**src/rtl/mac_pkg.sv**
```systemverilog
// mac_pkg: shared constants and types for the streaming MAC datapath.
// Holds the default operand, accumulator and counter widths.
// Also holds the overflow-mode enum that the SAT parameter selects.
package mac_pkg;

    localparam int MAC_A_W   = 8;
    localparam int MAC_B_W   = 8;
    localparam int MAC_ACC_W = 26;
    localparam int MAC_CNT_W = 16;

    // Overflow handling of one accumulate step.
    typedef enum logic {
        MAC_WRAP = 1'b0,   // two's-complement wrap
        MAC_SAT  = 1'b1    // clamp to the signed min/max of the accumulator
    } mac_ovf_mode_e;

endpackage

```
**src/rtl/mac_sat_add.sv**
```systemverilog
// mac_sat_add: ACC_W-bit signed adder for one accumulate step.
// Ports:
//   acc    - current accumulator value (signed, ACC_W)
//   addend - sign-extended product (signed, ACC_W)
//   sum    - next accumulator value, wrapped or clamped according to MODE
//   ovf    - the true sum does not fit in ACC_W signed bits
module mac_sat_add
    import mac_pkg::*;
#(
    parameter int            ACC_W = MAC_ACC_W,
    parameter mac_ovf_mode_e MODE  = MAC_WRAP
) (
    input  logic [ACC_W-1:0] acc,
    input  logic [ACC_W-1:0] addend,
    output logic [ACC_W-1:0] sum,
    output logic             ovf
);

    // One guard bit holds the exact sum of two ACC_W-bit signed values.
    logic [ACC_W:0] wide;

    always_comb begin
        // NOTE: every output of a combinational block gets a default first, so no path can infer a latch.
        wide = {acc[ACC_W-1], acc} + {addend[ACC_W-1], addend};
        ovf  = wide[ACC_W] ^ wide[ACC_W-1];
        sum  = wide[ACC_W-1:0];
        if (MODE == MAC_SAT && ovf) begin
            // The guard bit carries the true sign of the sum.
            sum = wide[ACC_W] ? {1'b1, {(ACC_W-1){1'b0}}}
                              : {1'b0, {(ACC_W-1){1'b1}}};
        end
    end

endmodule

```
**src/rtl/mac_stream.sv**
```systemverilog
// mac_stream: two-stage pipelined streaming signed multiply-accumulate.
// Operand beats (a, b, in_last) arrive over in_vld/in_rdy.
// Each vector delimited by in_last produces one dot-product result on
// out_vld/out_rdy, together with the beat count and a sticky overflow flag.
// Ports:
//   clk, rst_n       - clock, asynchronous active-low reset
//   clr_n            - synchronous active-low flush of the in-flight vector
//   in_vld, in_rdy   - operand handshake
//   a, b, in_last    - signed operands, end-of-vector marker
//   out_vld, out_rdy - result handshake
//   out_acc          - signed dot product (ACC_W)
//   out_cnt          - beats in the vector, saturating (CNT_W)
//   out_ovf          - some accumulate step of the vector overflowed
module mac_stream
    import mac_pkg::*;
#(
    parameter int A_W   = MAC_A_W,
    parameter int B_W   = MAC_B_W,
    parameter int ACC_W = MAC_ACC_W,
    parameter int CNT_W = MAC_CNT_W,
    parameter int SAT   = 0
) (
    input  logic             clk,
    input  logic             rst_n,
    input  logic             clr_n,
    input  logic             in_vld,
    output logic             in_rdy,
    input  logic [A_W-1:0]   a,
    input  logic [B_W-1:0]   b,
    input  logic             in_last,
    output logic             out_vld,
    input  logic             out_rdy,
    output logic [ACC_W-1:0] out_acc,
    output logic [CNT_W-1:0] out_cnt,
    output logic             out_ovf
);

    localparam int            P_W  = A_W + B_W;
    localparam mac_ovf_mode_e MODE = (SAT != 0) ? MAC_SAT : MAC_WRAP;

    // S1: registered product
    logic signed [P_W-1:0] p;
    logic                  v1;
    logic                  last1;

    // S2: running state of the current vector
    logic [ACC_W-1:0] acc;
    logic [CNT_W-1:0] cnt;
    logic             ovf;

    logic signed [P_W-1:0] a_ext;
    logic signed [P_W-1:0] b_ext;
    logic [ACC_W-1:0]      p_ext;
    logic [ACC_W-1:0]      acc_sum;
    logic                  step_ovf;
    logic [CNT_W-1:0]      cnt_inc;
    logic                  stall;
    logic                  step;
    logic                  load;

    // A result that cannot leave freezes both stages.
    assign stall  = out_vld && !out_rdy;
    assign in_rdy = clr_n && !stall;

    // Widen before multiplying so the full A_W+B_W product is kept.
    assign a_ext = P_W'($signed(a));
    assign b_ext = P_W'($signed(b));
    assign p_ext = ACC_W'(p);

    assign cnt_inc = (&cnt) ? cnt : cnt + CNT_W'(1);
    assign step    = clr_n && v1 && !stall;
    assign load    = step && last1;

    mac_sat_add #(
        .ACC_W (ACC_W),
        .MODE  (MODE)
    ) u_add (
        .acc    (acc),
        .addend (p_ext),
        .sum    (acc_sum),
        .ovf    (step_ovf)
    );

    // S1 register
    always_ff @(posedge clk or negedge rst_n) begin
        // NOTE: clocked state is written with non-blocking assignments so every register samples pre-edge values.
        if (!rst_n) begin
            v1    <= 1'b0;
            p     <= '0;
            last1 <= 1'b0;
        end else if (!clr_n) begin
            v1    <= 1'b0;
        end else if (!stall) begin
            // in_rdy is 1 here, so in_vld alone marks an accepted beat.
            v1    <= in_vld;
            p     <= a_ext * b_ext;
            last1 <= in_last;
        end
    end

    // S2 running accumulator; a finished vector restarts from zero.
    always_ff @(posedge clk or negedge rst_n) begin
        if (!rst_n) begin
            acc <= '0;
            cnt <= '0;
            ovf <= 1'b0;
        end else if (!clr_n || load) begin
            acc <= '0;
            cnt <= '0;
            ovf <= 1'b0;
        end else if (step) begin
            acc <= acc_sum;
            cnt <= cnt_inc;
            ovf <= ovf | step_ovf;
        end
    end

    // Result register; a flush leaves a pending result untouched.
    always_ff @(posedge clk or negedge rst_n) begin
        if (!rst_n) begin
            out_vld <= 1'b0;
            out_acc <= '0;
            out_cnt <= '0;
            out_ovf <= 1'b0;
        end else if (load) begin
            // Loading is only possible when the previous result is gone or
            // leaving this very cycle, so nothing is overwritten.
            out_vld <= 1'b1;
            out_acc <= acc_sum;
            out_cnt <= cnt_inc;
            out_ovf <= ovf | step_ovf;
        end else if (out_rdy) begin
            out_vld <= 1'b0;
        end
    end

endmodule

```
**config.mk**
```make
export PLATFORM = sky130hd
export DESIGN_NAME = mac_stream
export DESIGN_NICKNAME = d
export VERILOG_FILES = /design/src/rtl/mac_pkg.sv /design/src/rtl/mac_sat_add.sv /design/src/rtl/mac_stream.sv
export SDC_FILE = /design/constraint.sdc
export NUM_CORES = 1
export LEC_CHECK = 0
export ABC_AREA = 0
export CAP_MARGIN = 30
export CORE_ASPECT_RATIO = 1.1
export CORE_MARGIN = 2
export CORE_UTILIZATION = 35
export DETAILED_ROUTE_END_ITERATION = 8
export PLACE_DENSITY_LB_ADDON = 0.25
export SETUP_SLACK_MARGIN = 0.4
export SLEW_MARGIN = 20
export SYNTH_ARGS = -nofsm -noshare
export SYNTH_HDL_FRONTEND = slang
export SYNTH_SLANG_ARGS = --single-unit
```
**constraint.sdc**
```tcl
create_clock -name clk -period 3.83 [get_ports clk]
set_input_delay 0.766 -clock clk [delete_from_list [all_inputs] [get_ports clk]]
set_output_delay 0.766 -clock clk [all_outputs]
set_load 0.1 [all_outputs]
```
* Word level (Yosys, flattened, before mapping)
Index checks and enable logic that the tools add are counted.
** Word-level totals
- Flip-flop bits (word level) :: 105
- Bits in latches :: 0
- RAM bits :: 0
- Memory bits (read-only) :: 0
- Bits of input ports :: 22
- Output and inout bits :: 45
- Word-level logic and storage cells :: 41
- Memories kept :: 0
** Operators by class
- Add/subtract/negate cells :: 2
- Multipliers :: 1
- Divide/modulo/power cells :: 0
- Magnitude comparators :: 0
- Eq/ne operators :: 1
- Shift operators :: 0
- Muxes and demuxes :: 11
- Bitwise operators :: 3
- Reduce and logical (&&, ||, !) cells :: 13
** Operators with widths (count)
- 26-bit 2-to-1 mux :: 2
- 16-bit 2-to-1 mux :: 3
- 26-bit by 16-bit adder with 27-bit output :: 1
- 16-bit by 1-bit adder with 16-bit output (second input constant) :: 1
- 8-bit by 8-bit multiplier with 16-bit output :: 1
- 16-bit AND reduction :: 1
- 1-bit 2-to-1 mux :: 6
- 1-bit logical AND :: 5
- 2-bit nonzero test :: 2
- 1-bit logical NOT :: 3
- 2-bit inequality test (second input constant) :: 1
- 2-bit AND reduction :: 1
- 1-bit logical OR :: 1
- 1-bit NOT :: 1
- 1-bit OR :: 1
- 1-bit bitwise XOR :: 1

* Depth between registers and ports, before layout
- Word-level depth :: 7
- Gate-level depth with buffers :: 18
- Mapped depth without buffers :: 18

* Hierarchy
Synthesis repeated with hierarchy kept, for this count alone.
** Unflattened totals
- Cell total of the unflattened synthesis :: 891
- Area, all modules :: 8162.8 µm²
** By module, submodules not included
- mac_stream :: times used 1, cells an instance 708, area an instance 6850.3 µm², seq. area each 2627.5 µm²
- mac_sat_add :: times used 1, cells an instance 183, area an instance 1312.5 µm², seq. area each 0.0 µm²

* Least setup slack after synthesis
OpenSTA, ideal clock, no wires.
- Path type :: input -> register
- Start :: input a[7]
- End :: register p[15]
- Setup time :: 0.133 ns
- Arrival :: 4.630 ns
- Required time :: 3.697 ns
- Slack :: -0.933 ns
- Stages on the path :: 17
- Path buffers :: 0
- Path through :: nand2_1 > inv_1 > fa_1 > inv_1 > fa_1 > inv_1 > fa_1 > inv_1 > fa_1 > inv_1 > ha_1 > and3_1 > a221oi_1 > a2111oi_0 > nor2_1 > xnor2_1 > o21ai_0
** Between the ends
- Word-level cells in the longest chain between the ends :: 1
** RTL lines
- from (decl) :: RTL line mac_stream.sv:28 : input logic [A_W-1:0] a,
- 8-bit by 8-bit multiplier with 16-bit output :: RTL line mac_stream.sv:96 : p <= a_ext * b_ext;
- to (signal assigned) :: RTL line mac_stream.sv:96
- to (decl) :: RTL line mac_stream.sv:42 : logic signed [P_W-1:0] p;
No other way between the ends.
A chain may end at the register's enable or synchronous reset.

* Worst setup path after layout
- Start :: input b[7]
- End :: register p[14]
** Between the ends
- Word-level cells in the longest chain between the ends :: 1
** RTL lines
- from (decl) :: RTL line mac_stream.sv:29 : input logic [B_W-1:0] b,
- 8-bit by 8-bit multiplier with 16-bit output :: RTL line mac_stream.sv:96
No other way between the ends.

==> summary.md <==
| Metric | Value |
|---|---|
| Worst Path Required | 4.10 ns |
| GRT overflow | 0 |
| Worst Skew | 0.009957 ns |
| Ys async rst share | 1.000 |
| Post-route clock period utilization | 1.108 |
| Max stage delay on crit path | ~0.56 ns |
| Min-delay worst type | primary input to async pin |
| Die width | 149.1 µm |
| Max Cap Viol | 0 |
| CP max stage cell | fa_2 |
| RSZ-0062 raised after global routing | yes |
| Worst hold slack | between 0.4 and 0.5 ns |
| Avg Vias per Cell | 4.817 |
| R2R depth | 11 |
| Worst setup SP type | primary input |
| FMAX | 235.7 MHz |
| CTS tree | yes |
| Power Density | roughly 680 nW/µm² |
| Residual DRC | 0 |
| Final setup viols | 8 |
| Core Footprint | 22790 µm² |
| GPL Wtd Cong | 0.8627 |
| Diode count | 0 |
| Routed Antenna Nets | 0 |
| WP depth | 18 |
| Clock-pin slew on the worst setup and hold paths | approximately 0.080 ns |
| Hold-fix buffers, CTS | 0 |
| Worst-path maximum fanout | 5 |
| Die ar. | 24380 µm² |
| Clk root buf | clkbuf_16 |
| Most used cell, CP | fa_1 |
| 1st-pass router iterations | 4 |
| Post-Syn Area | about 8100 µm² |
| Cell count after synthesis | 859 |
| First-pass GRT wire length | 30330 µm |
| DRT iter0 DRCs | 197 |
| EDFF count, synth | 0 |
| Largest net degree at the start of global routing | 68 |
| Status | complete, but fails checks |
| # H-tree levels | 3 |
| Clock Latency Late Sink | 0.35 ns |
| Cell Rows | 58 |
| Final hold violations | 0 |
| Rel. slew slack | 0.3412 |
| Crit-path cells | buf_8, clkinvlp_4, buf_4, fa_1, inv_1, fa_1, inv_1, fa_2, fa_1, inv_2, ha_4, o21a_1, o21ai_2, a21oi_2, o211ai_1, a21boi_1, o21a_1, o31ai_1 |
| Post-Layout Cell Count | 1290 |
| Initial antenna violation count | 0 |
| Yosys warns | 0 |
| CTS Buffer Depth | 2 |
| Most common cell after layout, fill and taps aside | dfrtp_1 |
| Num CTS Buffers | 9 |
| VDD IR max | 0.3807 mV |
| Initial Utilization | 0.3555 |
| Post-DR wirelength/cell | 13.38 µm |
| Via count | 6214 |
| Ports | 67 |
| Nets | 1119 |
| Syn Area/Cell | 9.430 µm² |
| Port Buffers | 66 |
| CP endpoint kind | flip-flop |
| Final WL | 17260 µm |
| Syn-to-layout area delta | 28.05% |
| Failing checks | negative setup slack |
| Synthesized net count | 993 |
| CTS Sinks | 105 |
| Placed insts | roughly 1300 |
| WP data arrival | 4.51 ns |
| Crit path kind | primary input to flip-flop |
| Most frequent cells in the layout | 105 x dfrtp_1, 98 x nand2_1, 73 x inv_1 |
| Die Y | 163.6 µm |
| Tightest Pin Transition | a little under 1 ns |
| CP bufs+invs | 6 |
| #FFs+latches synth | 105 |
| CP delay by family, top | adder cells |
| Dpl hpwl | 13180 µm |
| Predominant post-synthesis flop cell | dfrtp_1 |
| Minimum clock period | 4.242 ns |
| Tot GR Track Use | 0.1500 |
| Leakage | 4.707 nW |
| Count of cell types in the netlist | approximately 60 |
| Sequential area share after synthesis | 0.3244 |
| Share of layout cells above drive strength 1 | 0.2343 |
| Vias in the first global route | ~6400 |
| Fin worst setup slack | -0.4125 ns |
| Pins Over Slew Limit | 0 |
==> worst paths after layout <==
path / from / endpoint / slack [ns]
max in group asynchronous: rst_n / acc[5]$_DFFE_PN0P_ / 2.70
max: b[7] / p[14]$_DFFE_PN0P_ / -0.41
min in group clk: out_cnt[10]$_DFFE_PN0P_ / out_cnt[10]$_DFFE_PN0P_ / 0.48
max reg2reg: p[0]$_DFFE_PN0P_ / ovf$_DFFE_PN0P_ / 0.88
min: rst_n / out_acc[17]$_DFFE_PN0P_ / 0.41
min reg2reg: out_cnt[10]$_DFFE_PN0P_ / out_cnt[10]$_DFFE_PN0P_ / 0.48
==> cells in the mapped netlist (all sizes together), types with 3 or more instances <==
library cell    n  share of area
nand4           4         0.0031
nand2         104          0.048
nand3          18          0.011
clkbuf         18         0.0083
ha             56          0.086
and2           37          0.029
a22o           21          0.023
nor3            7         0.0043
buf             5         0.0028
a211oi          7         0.0065
inv            93          0.043
nor2b           8         0.0062
and3            4         0.0031
o21a            7         0.0065
o31ai           8         0.0091
nand3b          3         0.0028
o21ai          78          0.049
mux2           20          0.028
nand2b         13          0.010
xor2           14          0.015
dfrtp         105           0.32
or2             3         0.0023
fa             56           0.14
a21o            9         0.0083
o211ai          4         0.0037
xnor2          33          0.036
nor2           47          0.022
o21bai          4         0.0037
a21oi          44          0.028
mux2i           3         0.0037
==> registers in the layout, indices dropped and copies added (netlist names) <==
name     count
out_acc     26
ovf          1
out_vld      1
v1           1
p           16
acc         26
cnt         16
out_ovf      1
out_cnt     16
last1        1
==> metal layers <==
metal	track usage	wire length [µm]
met2	0.2681	8719
met1	0.1935	8020
met4	0.03463	163
met5	0	0
met3	0.01816	360
==> cell families after synthesis <==
kind of cell               Yosys count  synth area share
xor gates and xnor gates            47           0.05082
DFF                                105            0.3244
and+or+nand+nor                    253            0.1467
adders and majority gates          112            0.2249
AOI/OAI and AO/OA                  203            0.1674
buffers and inverters              116           0.05422
muxes                               23           0.03151
==> where the power goes <==
part	internal, mW	leakage, nW	switching, mW
clock network	0.469	0.139	0.438
registers	1.35	1.39	0.160
logic	1.91	3.18	2.75
==> timing repair <==
item / 4_1_cts / 5_1_grt
pin swaps: 63 / 17
gates resized for setup: 143 / 26
endpoints found under the setup margin: 12 / 11
gates cloned: 0 / 0
setup buffers: 16 / 1
==> layout make-up <==
class | count | area [µm²]
Inverter | 93 | 355.3
Sequential cell | 105 | 2628
Clock inverter | 6 | 51.30
Tap cell | 300 | 375.4
Timing Repair Buffer | 138 | 1324
Fill cell | 2286 | 12410
Multi-Input combinational cell | 638 | 5400
Clock buffer | 10 | 239.0
==> through the flow <==
step           TNS (ns)  setup slack, ns  area [µm²]  utilization  total power [mW]
4_1_cts          -2.038          -0.3785       10290       0.4515             7.070
6_report         -2.128          -0.4125       10370       0.4552             7.076
2_1_floorplan    -1.988          -0.6374        8268            -             4.708
3_3_place_gp     -10.39           -1.292        9683       0.4249             5.805
3_5_place_dp     -10.75           -1.384        9683       0.4249             5.844
5_1_grt          -3.336          -0.5752       10370       0.4552             7.657
(Power assumes the default switching activity.)
